===== src/rtl/wb_pkg.sv =====
// Shared opcode, load-size and state encodings for the write-back stage.
package wb_pkg;

    localparam logic [6:0] OP_LOAD_IMM = 7'b1111111;
    localparam logic [6:0] OP_ALU      = 7'b0110011;
    localparam logic [6:0] OP_LOAD     = 7'b0000011;
    localparam logic [6:0] OP_NOP      = 7'b0000000;

    localparam logic [2:0] F3_LB  = 3'b000;
    localparam logic [2:0] F3_LH  = 3'b001;
    localparam logic [2:0] F3_LW  = 3'b010;
    localparam logic [2:0] F3_LBU = 3'b100;
    localparam logic [2:0] F3_LHU = 3'b101;

    typedef enum logic [0:0] {
        IDLE     = 1'b0,
        WAIT_MEM = 1'b1
    } wb_state_t;

endpackage


===== src/rtl/load_extend.sv =====
// Sign/zero-extends a naturally aligned sub-word load to the full data width.
// Latency: combinational. Backpressure: none.
// Reserved size codes (011/110/111) pass the whole word through.
module load_extend
    import wb_pkg::*;
#(
    parameter int XLEN = 32
) (
    input  logic [XLEN-1:0] mem_rdata,
    input  logic [2:0]      funct3,
    output logic [XLEN-1:0] ext_data
);

    always_comb begin
        ext_data = mem_rdata;
        case (funct3)
            F3_LB:   ext_data = {{(XLEN-8){mem_rdata[7]}}, mem_rdata[7:0]};
            F3_LH:   ext_data = {{(XLEN-16){mem_rdata[15]}}, mem_rdata[15:0]};
            F3_LBU:  ext_data = {{(XLEN-8){1'b0}}, mem_rdata[7:0]};
            F3_LHU:  ext_data = {{(XLEN-16){1'b0}}, mem_rdata[15:0]};
            default: ext_data = mem_rdata;
        endcase
    end

endmodule


===== src/rtl/writeback_unit.sv =====
// Register-file write-back: picks immediate, ALU result or extended load data.
// Latency: 1 cycle after acceptance (imm/ALU) or after mem_rsp_valid (load).
// Backpressure: in_ready low while waiting on a load response or its timeout.
module writeback_unit
    import wb_pkg::*;
#(
    parameter int XLEN      = 32,
    parameter int IMM_W     = 20,
    parameter int IMM_SHIFT = 0,
    parameter int RA_W      = 5,
    parameter int TIMEOUT   = 15
) (
    input  logic              clk,
    input  logic              rst_n,
    input  logic              in_valid,
    output logic              in_ready,
    input  logic [6:0]        OPCODE,
    input  logic [2:0]        funct3,
    input  logic [RA_W-1:0]   rd,
    input  logic [IMM_W-1:0]  INP,
    input  logic [XLEN-1:0]   ALU_OUT,
    input  logic              mem_rsp_valid,
    input  logic [XLEN-1:0]   mem_rdata,
    output logic              wr_en_RF,
    output logic [RA_W-1:0]   wr_addr_RF,
    output logic [XLEN-1:0]   Data_In_RF,
    output logic              err_timeout
);

    localparam int CNT_W = $clog2(TIMEOUT + 1);
    localparam logic [CNT_W-1:0] CNT_LAST = CNT_W'(TIMEOUT - 1);

    wb_state_t         state_q, state_d;
    logic [CNT_W-1:0]  cnt_q, cnt_d;
    logic [RA_W-1:0]   ld_rd_q, ld_rd_d;
    logic [2:0]        ld_f3_q, ld_f3_d;
    logic              wr_en_q, wr_en_d;
    logic [RA_W-1:0]   wr_addr_q, wr_addr_d;
    logic [XLEN-1:0]   wr_dat_q, wr_dat_d;
    logic              err_q, err_d;
    logic [XLEN-1:0]   imm_ext;
    logic [XLEN-1:0]   load_dat;

    load_extend #(.XLEN(XLEN)) u_load_extend (
        .mem_rdata (mem_rdata),
        .funct3    (ld_f3_q),
        .ext_data  (load_dat)
    );

    always_comb begin
        if (IMM_SHIFT != 0) imm_ext = {INP, {(XLEN-IMM_W){1'b0}}};
        else                imm_ext = {{(XLEN-IMM_W){1'b0}}, INP};
    end

    assign in_ready = (state_q == IDLE);

    always_comb begin
        state_d   = state_q;
        cnt_d     = cnt_q;
        ld_rd_d   = ld_rd_q;
        ld_f3_d   = ld_f3_q;
        wr_en_d   = 1'b0;
        wr_addr_d = wr_addr_q;
        wr_dat_d  = wr_dat_q;
        err_d     = 1'b0;
        case (state_q)
            IDLE: begin
                if (in_valid) begin
                    case (OPCODE)
                        OP_LOAD_IMM: begin
                            wr_en_d   = (rd != '0);
                            wr_addr_d = rd;
                            wr_dat_d  = imm_ext;
                        end
                        OP_ALU: begin
                            wr_en_d   = (rd != '0);
                            wr_addr_d = rd;
                            wr_dat_d  = ALU_OUT;
                        end
                        OP_LOAD: begin
                            ld_rd_d = rd;
                            ld_f3_d = funct3;
                            cnt_d   = '0;
                            state_d = WAIT_MEM;
                        end
                        default: ;
                    endcase
                end
            end
            WAIT_MEM: begin
                // A response on the last allowed cycle still beats the timeout.
                if (mem_rsp_valid) begin
                    wr_en_d   = (ld_rd_q != '0);
                    wr_addr_d = ld_rd_q;
                    wr_dat_d  = load_dat;
                    state_d   = IDLE;
                end else if (cnt_q == CNT_LAST) begin
                    err_d   = 1'b1;
                    state_d = IDLE;
                end else begin
                    cnt_d = cnt_q + CNT_W'(1);
                end
            end
            default: state_d = IDLE;
        endcase
    end

    always_ff @(posedge clk) begin
        if (!rst_n) begin
            state_q   <= IDLE;
            cnt_q     <= '0;
            ld_rd_q   <= '0;
            ld_f3_q   <= '0;
            wr_en_q   <= 1'b0;
            wr_addr_q <= '0;
            wr_dat_q  <= '0;
            err_q     <= 1'b0;
        end else begin
            state_q   <= state_d;
            cnt_q     <= cnt_d;
            ld_rd_q   <= ld_rd_d;
            ld_f3_q   <= ld_f3_d;
            wr_en_q   <= wr_en_d;
            wr_addr_q <= wr_addr_d;
            wr_dat_q  <= wr_dat_d;
            err_q     <= err_d;
        end
    end

    assign wr_en_RF    = wr_en_q;
    assign wr_addr_RF  = wr_addr_q;
    assign Data_In_RF  = wr_dat_q;
    assign err_timeout = err_q;

endmodule


===== config.mk =====
export PLATFORM = sky130hd
export DESIGN_NAME = writeback_unit
export DESIGN_NICKNAME = d
export VERILOG_FILES = /design/src/rtl/wb_pkg.sv /design/src/rtl/load_extend.sv /design/src/rtl/writeback_unit.sv
export SDC_FILE = /design/constraint.sdc
export NUM_CORES = 1
export LEC_CHECK = 0
export CAP_MARGIN = 20
export CORE_MARGIN = 5
export CORE_UTILIZATION = 37
export DETAILED_ROUTE_END_ITERATION = 16
export PLACE_DENSITY = 0.78
export SLEW_MARGIN = 15
export SYNTH_ARGS = -nofsm -noshare
export SYNTH_HDL_FRONTEND = slang
export SYNTH_SLANG_ARGS = --single-unit
export TNS_END_PERCENT = 100

===== constraint.sdc =====
create_clock -name clk -period 1.7 [get_ports clk]
set_input_delay 0.17 -clock clk [delete_from_list [all_inputs] [get_ports clk]]
set_output_delay 0.17 -clock clk [all_outputs]
set_load 0.01 [all_outputs]

==> flow_results.org, run 1 <==
** Layout
- 0 antenna diodes ended up in the layout.
- Most frequent cells in the layout :: 138 x sky130_fd_sc_hd__clkdlybuf4s50_1, 52 x sky130_fd_sc_hd__nand2_1, 51 x sky130_fd_sc_hd__dfxtp_1
- Total of fill cells in the finished design :: 652
- Once layout is complete, the utilization of the core stands at 0.619.
- The area growth from synthesis to layout is 65.5%.
- Ratio of cells with drive above 1 in the final layout :: 0.111
- Total Nets Final :: 601
- The library cell used most frequently in the layout, excluding fill and tap cells, is sky130_fd_sc_hd__clkdlybuf4s50_1.

** Logic synthesis
- Area contributors post-synth :: sky130_fd_sc_hd__dfxtp_1 36%, sky130_fd_sc_hd__nand2_1 6.8%, sky130_fd_sc_hd__o221ai_1 4.9%
- Synth warn :: 0
- Synthesized instance count :: 351
- Synthesis inferred 52 register bits.
- After synthesis, the mean cell area works out to 8.15 sq um.
- Share of the synthesized area in the top cell type :: 0.364
- For this run, the register share of the synthesized area comes to 0.364.
- The cell area that synthesis handed to floorplanning was 2860 sq um.
- When the netlist entered floorplanning its net count stood at 456.
- Synthesis instantiated 42 different standard cells from the library.
- Library cell with the largest summed area after synthesis :: sky130_fd_sc_hd__dfxtp_1

** Timing
- For the final routed database, the setup TNS stands at 0 ps.
- Number of hold violations in the final report :: 0
- Setup repair after global routing could not meet its margin everywhere.
- Final clock period utilization by the worst path :: 0.974
- At the pin with the least slew margin, the transition time is 340 ps.
- On the final layout, the worst clock skew is 7.41 ps.
- Fmax :: 604 MHz
- The max-slew violation count is 0.
- Setup violations remaining at the end of the flow were counted as 0.
- Final critical delay including setup and external delays :: 1650 ps
- In this run the tightest slew margin relative to its limit is 0.772.

** Routing
- Summing over every cut layer, the via total after detailed routing is 3320.
- The detail route stage leaves a number of antenna-violating nets equal to 0.
- For this block, the initial DRC count from the detailed router was 156.
- Post-detailed-route via-to-cell ratio :: 5.55
- DR WL/cell :: 17.0 um
- DRC violations left :: 0
- The first detailed-routing pass ran for 4 iterations.
- Routed wire length :: 10.2 mm

** Critical path
- At the worst endpoint, the arrival time is 1840 ps.
- The worst setup path is captured at a flip-flop.
- On the worst path, the slowest cell contributes a delay of 570 ps.
- Cell Chain, Critical Path :: nand4b_1 -> or4_4 -> buf_4 -> nand3_1 -> a21oi_1
- The worst setup path is of the reg2reg kind.
- At the worst endpoint, the required time is 1890 ps.
- Peak fanout along the critical path :: 12
- The worst setup path is launched from a flip-flop.
- Counting both buffers and inverters, the worst setup path holds a total of 1.
- On the critical path the largest part of the delay comes from simple AND/OR/NAND/NOR gates.
- The slowest stage of the critical path belongs to the cell sky130_fd_sc_hd__or4_4.

** Outcome
- Result of the run :: finished, final reports clean

** Clock tree
- CTS clock-pin slew for the worst setup and hold paths :: 90 ps
- Counting every sink on the clock net gives 52.
- Bufs on Longest Clock Path :: 2
- In this run the post-CTS setup repair buffer count came out at 0.
- Number of buffers added by the clock tree synthesis step :: 5
- CTS built an H-tree with a depth of 2.
- In this run, post-CTS hold repair placed 0 buffers.
- TritonCTS built the clock tree.
- In this run the clock root is driven by a sky130_fd_sc_hd__clkbuf_8.
- Latest clock arrival within the worst-skew pair :: 300 ps

** Placed design
- The congestion estimate from routability-driven global placement came to 0.834.
- Detailed placement finished with a half-perimeter wire length of 7.59 mm.
- Quantity of I/O buffers inserted on ports :: 142

** Power
- Of the total power, combinational logic draws 0.152.
- In this run the power spent charging and discharging nets is 0.000528 W.
- Peak VDD IR :: 0.336 mV
- Of the total power, the share spent switching nets is 0.203.
- Cell Int Power :: 0.00207 W
- The share of total power dissipated in sequential elements is 0.473.
- Relative contribution of the clock network to total power :: 0.376
- Power per cell area :: 549 nW/um^2
- Static leakage :: 1.77 nW

** Die
- The initialized floorplan defines 32 standard-cell rows.
- Effective utilization at floorplan :: 0.374
- Horizontal die dimension :: 97.9 um
- The die covers 9590 sq um.
- The floorplan step set the die height to 97.9 um.
- After floorplanning, the core was sized to cover 7650 sq um.
- I/O Pins :: 143

** GRT
- Overflow left after global routing :: 0
- Total routing resource utilization after global routing :: 0.207
- First-pass GRT wire length :: 16.7 mm
- Antenna violations before repair :: 0
- Entering global routing, the biggest net connects 48 pins.
- Vias in the first global route :: 3416

** Run
- Max-cap violations in this run came to 0.

** Hold path
- Tightest Hold Check Type :: in2reg
## power by group through the flow
stage               Combinational (W)  Sequential (W)  Clock (W)
finish                       0.000394         0.00123   0.000976
global route                 0.000421         0.00123    0.00105
CTS                          0.000391         0.00123   0.000997
detailed placement           0.000387         0.00126          0
global placement             0.000383         0.00126          0
floorplan                   0.0000900         0.00126          0
## final cells by class
type / count / area, sq um / share of cell area
timing repair buffer: 176 / 1750 / 0.370
inverter: 4 / 15.0 / 0.00317
tap: 102 / 128 / 0.0270
clock inverter: 2 / 60.1 / 0.0127
multi-input combinational: 257 / 1670 / 0.353
clock buffer: 5 / 68.8 / 0.0145
sequential: 52 / 1040 / 0.220
## cells by family (layout without fill, tap and decap cells)
logic type | after synthesis | count (layout) | share of synthesized area
adders and majority gates | 2 | 2 | 0.00874
muxes | 6 | 6 | 0.0210
buffers and inverters | 42 | 187 | 0.0634
and+or+nand+nor | 103 | 103 | 0.181
DFF | 52 | 52 | 0.364
xor gates and xnor gates | 2 | 2 | 0.00612
AOI/OAI and AO/OA | 144 | 144 | 0.355
## sequential cells by signal (all words and copies together) (netlist names)
signal / count
Data_In_RF: 32
ld_f3_q: 3
state_q: 1
err_timeout: 1
ld_rd_q: 5
cnt_q: 4
wr_addr_RF: 5
wr_en_RF: 1
## metal layers
| layer | GRT usage | wire length, um | up-vias |
|---|---|---|---|
| li1 | - | - | 1623 |
| met1 | 0.254 | 4310 | 1551 |
| met2 | 0.355 | 4970 | 130 |
| met3 | 0.0536 | 693 | 16 |
| met4 | 0.0618 | 193 | 0 |
| met5 | 0 | 0 | - |
## final timing paths
path         cells after the start             end  slack [ps]       start
max                              5        cnt_q[0]          50     state_q
min                              3  Data_In_RF[27]         180       rst_n
max reg2reg                      5        cnt_q[0]          50     state_q
min reg2reg                      2      ld_rd_q[3]         470  ld_rd_q[3]
## through the flow
stage               hold WS, ps  instance area [sq um]  setup slack [ps]  instances  power, W
finish                      178                   4730              45.0        598   0.00260
global route                205                   4730             -35.9        598   0.00270
CTS                         169                   4650              17.9        596   0.00261
detailed placement          458                   4520              -364        589   0.00164
global placement            450                   4520              -330        589   0.00164
floorplan                   249                   2860              28.6        351   0.00135
## worst reg2reg max path, delay by kind of cell (launching register included)
kind	cells	cell delay [ps]
simple gates	3	930
compound gates	1	60
flops	1	340
buf+inv	1	200
## timing repair
| item | in CTS | in global routing |
|---|---|---|
| gates resized for setup | 1 | 15 |
| setup endpoints to repair | 24 | 40 |
| cloned | 0 | 2 |
| pin swaps | 0 | 4 |
## Yosys cell counts, drive strengths merged
cell	count
nor4	2
o21ai	20
or2	2
ha	2
nand3	7
dfxtp	52
o21a	8
a22oi	12
o221ai	16
xor2	2
clkinv	1
nor2b	1
nand4	1
nor3	2
and4	1
a21oi	20
o41ai	5
or3	5
a211o	1
mux2i	6
and3	17
inv	3
nand4b	1
or4	7
o22ai	16
clkbuf	25
nand2	52
a211oi	17
a21boi	8
and2	1
o211a	5
o31ai	16
buf	13
nor2	4
No activity file was read; power rests on OpenSTA's default activity.
==> inputs of run 2 (changes only) <==
--- a/config.mk
+++ b/config.mk
@@ -10,7 +10,7 @@
 export CORE_UTILIZATION = 37
 export DETAILED_ROUTE_END_ITERATION = 16
 export PLACE_DENSITY = 0.78
-export SLEW_MARGIN = 15
+export SLEW_MARGIN = 20
 export SYNTH_ARGS = -nofsm -noshare
 export SYNTH_HDL_FRONTEND = slang
 export SYNTH_SLANG_ARGS = --single-unit
==> results of run 2 <==
Final layout, timing and power as in run 1 (identical DEF).
==> inputs of run 3 (changes only) <==
--- a/config.mk
+++ b/config.mk
@@ -9,6 +9,7 @@
 export CORE_MARGIN = 5
 export CORE_UTILIZATION = 37
 export DETAILED_ROUTE_END_ITERATION = 16
+export GPL_TIMING_DRIVEN = 0
 export PLACE_DENSITY = 0.78
 export SLEW_MARGIN = 20
 export SYNTH_ARGS = -nofsm -noshare
==> flow_results.org, run 3 (synthesis results as in run 1) <==
** Timing
- Final clock period utilization by the worst path :: 1.03 (was 0.974)
- Max_slew headroom :: 0.630 (was 0.772)
- Post-route setup slack :: -47.0 ps (was 45.0 ps)
- The post-route clock skew was 7.32 ps (was 7.41 ps).
- Setup repair after global routing missed its margin :: yes (unchanged)
- The worst-margin pin slew came to 555 ps (was 340 ps).
- The number of setup violations in the final report came to 32 (was 0).
- Number of hold violations in the final report :: 0 (unchanged)
- The post-layout minimum cycle time is 1750 ps (was 1650 ps).
- Number of pins exceeding their max-slew limit in the final report :: 0 (unchanged)
- The highest clock frequency the design can meet was 572 MHz (was 604 MHz).
- Hold slack final :: 360 ps (was 178 ps)

** Die
- The area of the core region came to 7650 sq um (unchanged).
- The number of placement rows came to 32 (unchanged).
- The starting density of the core is 0.374 (unchanged).
- Overall die height :: 97.9 um (unchanged)
- The die outline width was 97.9 um (unchanged).
- The area of the die was 9590 sq um (unchanged).
- I/O Pins :: 143 (unchanged)

** Clock tree
- The CTS root buffer is sky130_fd_sc_hd__clkbuf_8 (unchanged).
- The TritonCTS buffer count came to 5 (unchanged).
- The total number of clock tree sinks is 52 (unchanged).
- The clock-pin slew reported for the worst setup and hold paths after clock tree synthesis came to 100 ps (was 90 ps).
- Max H-tree Level :: 2 (unchanged)
- The number of hold buffers added after CTS was 0 (unchanged).
- Latest clock arrival within the worst-skew pair :: 310 ps (was 300 ps)
- The CTS tree is yes (unchanged).
- The number of buffers on the longest clock path was 2 (unchanged).

** Layout
- The number of filler instances in the final layout is 650 (was 652).
- The area growth from synthesis to layout is 67.1% (was 65.5%).
- The antenna diode count is 0 (unchanged).
- Ratio of cells with drive above 1 in the final layout :: 0.123 (was 0.111)
- The design area came to 4780 sq um (was 4730 sq um).
- Max reg flops :: 32 (unchanged)
- Most frequent cells in the layout :: 136 x sky130_fd_sc_hd__clkdlybuf4s50_1, 51 x sky130_fd_sc_hd__dfxtp_1, 51 x sky130_fd_sc_hd__nand2_1 (was 138 x sky130_fd_sc_hd__clkdlybuf4s50_1, 52 x sky130_fd_sc_hd__nand2_1, 51 x sky130_fd_sc_hd__dfxtp_1)
- Most common library cell in the layout ignoring fill and taps :: sky130_fd_sc_hd__clkdlybuf4s50_1 (unchanged)
- Total Nets Final :: 609 (was 601)

** Routing
- The DRC violation total after the first TritonRoute iteration is 125 (was 156).
- The routed wirelength normalized by instance count is 18.1 um (was 17.0 um).
- DRC violations left :: 0 (unchanged)
- The routed wire length was 11.0 mm (was 10.2 mm).
- Post-detailed-route via-to-cell ratio :: 5.59 (was 5.55)
- Vias after detailed routing :: 3392 (was 3320)
- The count of TritonRoute iterations in the first routing pass was 5 (was 4).
- The remaining antenna violation count was 0 (unchanged).

** GRT
- The global router's overall resource usage came to 0.217 (was 0.207).
- The first-pass GRT wire length was 17.2 mm (was 16.7 mm).
- The initial antenna violation count is 0 (unchanged).
- Vias in the first global route :: 3482 (was 3416)
- Maximum number of pins on one net before global-route repair :: 17 (was 48)
- Overflow left after global routing :: 0 (unchanged)

** Critical path
- The reg-to-reg critical path startpoint was state_q (unchanged).
- The type of element capturing the critical path is a flip-flop (unchanged).
- Critical setup path kind :: reg2reg (unchanged)
- The kind of start point of the critical path was a flip-flop (unchanged).
- Cell Chain, Critical Path :: nand4b_1 -> a211oi_4 -> buf_4 -> or2_4 -> buf_6 -> o22ai_1 (was nand4b_1 -> or4_4 -> buf_4 -> nand3_1 -> a21oi_1)
- The required arrival time at the worst endpoint was 1900 ps (was 1890 ps).
- Data arrival at the endpoint of the critical path :: 1950 ps (was 1840 ps)
- First element of the critical path :: state_q (unchanged)
- The slowest stage cell on the critical path is sky130_fd_sc_hd__a211oi_4 (was sky130_fd_sc_hd__or4_4).
- Max incr delay on CP :: 420 ps (was 570 ps)
- Peak fanout along the critical path :: 10 (was 12)

** Hold path
- Tightest Hold Check Type :: in2reg (unchanged)
- Worst Min Path Start :: OPCODE[4] (was rst_n)

** Power
- Power per cell area :: 523 nW/um^2 (was 549 nW/um^2)
- The leakage power total came to 1.77 nW (about the same).
- The maximum ir drop on the vdd rail is 0.298 mV (was 0.336 mV).

** Placed design
- The total of buffers placed on input and output ports is 141 (was 142).
- Weighted congestion reported at the end of routability-driven placement :: 0.892 (was 0.834)
- Dpl ws :: -748 ps (was -364 ps)
- The placed wire-length estimate is 8.26 mm (was 7.59 mm).
- Instance area after placement :: 4400 sq um (was 4520 sq um)

** Outcome
- Result of the run :: complete, but fails checks (was finished, final reports clean)
- The final reports fail on setup timing.

** Run
- The count of maximum capacitance violations is 0 (unchanged).
## run 3: changes by cell type in the layout (fill, tap and decap cells not counted), sizes merged
cell	previous run	this run
clkinv	1	2
buf	34	21
bufinv	2	1
dlygate4sd2	0	4
dlymetal6s2s	3	1
clkinvlp	0	1
clkdlybuf4s50	138	136
clkbuf	6	27
## run 3: stage by stage
stage / TNS [ps] / std cells / power, W / utilization
final: -1030 / 607 / 0.00250 / 0.625
after global placement: -23900 / 594 / 0.00163 / 0.575
after CTS: 0 / 603 / 0.00249 / 0.604
after floorplan: 0 / 351 / 0.00135 / -
after global routing: -2850 / 607 / 0.00259 / 0.625
after detailed placement: -25040 / 594 / 0.00163 / 0.575
## run 3: timing repair
item | 4_1_cts | 5_1_grt
pin swaps | 2 | 13
cloned | 0 | 2
setup endpoints to repair | 51 | 49
gates resized for setup | 37 | 34
buffers inserted | 3 | 2
## run 3: area by class of cell
| cell class | count | area (sq um) | area share |
|---|---|---|---|
| tap | 102 | 128 | 0.0267 |
| sequential | 52 | 1040 | 0.218 |
| inverter | 4 | 15.0 | 0.00314 |
| clock buffer | 5 | 68.8 | 0.0144 |
| buffer | 36 | 233 | 0.0487 |
| multi-input combinational | 257 | 1770 | 0.371 |
| clock inverter | 3 | 42.5 | 0.00890 |
| timing repair buffer | 148 | 1480 | 0.310 |
## run 3: per-layer routing
metal	wire, um	vias to the layer above	track usage
li1	-	1645	-
met1	4460	1581	0.263
met2	5530	149	0.376
met3	747	17	0.0579
met4	231	0	0.0618
met5	0	-	0
## run 3: worst paths after layout
path	slack [ps]	to	depth (start not counted)
max	-50	Data_In_RF[4]	6
min	360	ld_rd_q[2]	4
max reg2reg	-50	Data_In_RF[4]	6
min reg2reg	480	Data_In_RF[3]	2
## run 3: worst max-delay path: cells and delay by family (launching register included)
kind                   cells  cell delay, ps
DFF                        1             340
and+or+nand+nor            2             470
buffers and inverters      2             330
AOI/OAI and AO/OA          2             500
## run 3: where the power goes
| part | total, W | internal [W] | leakage (nW) | switching [W] |
|---|---|---|---|---|
| Clock | 0.000872 | 0.000436 | 0.0541 | 0.000436 |
| Combinational | 0.000401 | 0.000262 | 1.30 | 0.000139 |
| Sequential | 0.00123 | 0.00122 | 0.419 | 0.00000400 |
| Total | 0.00250 | 0.00192 | 1.77 | 0.000579 |
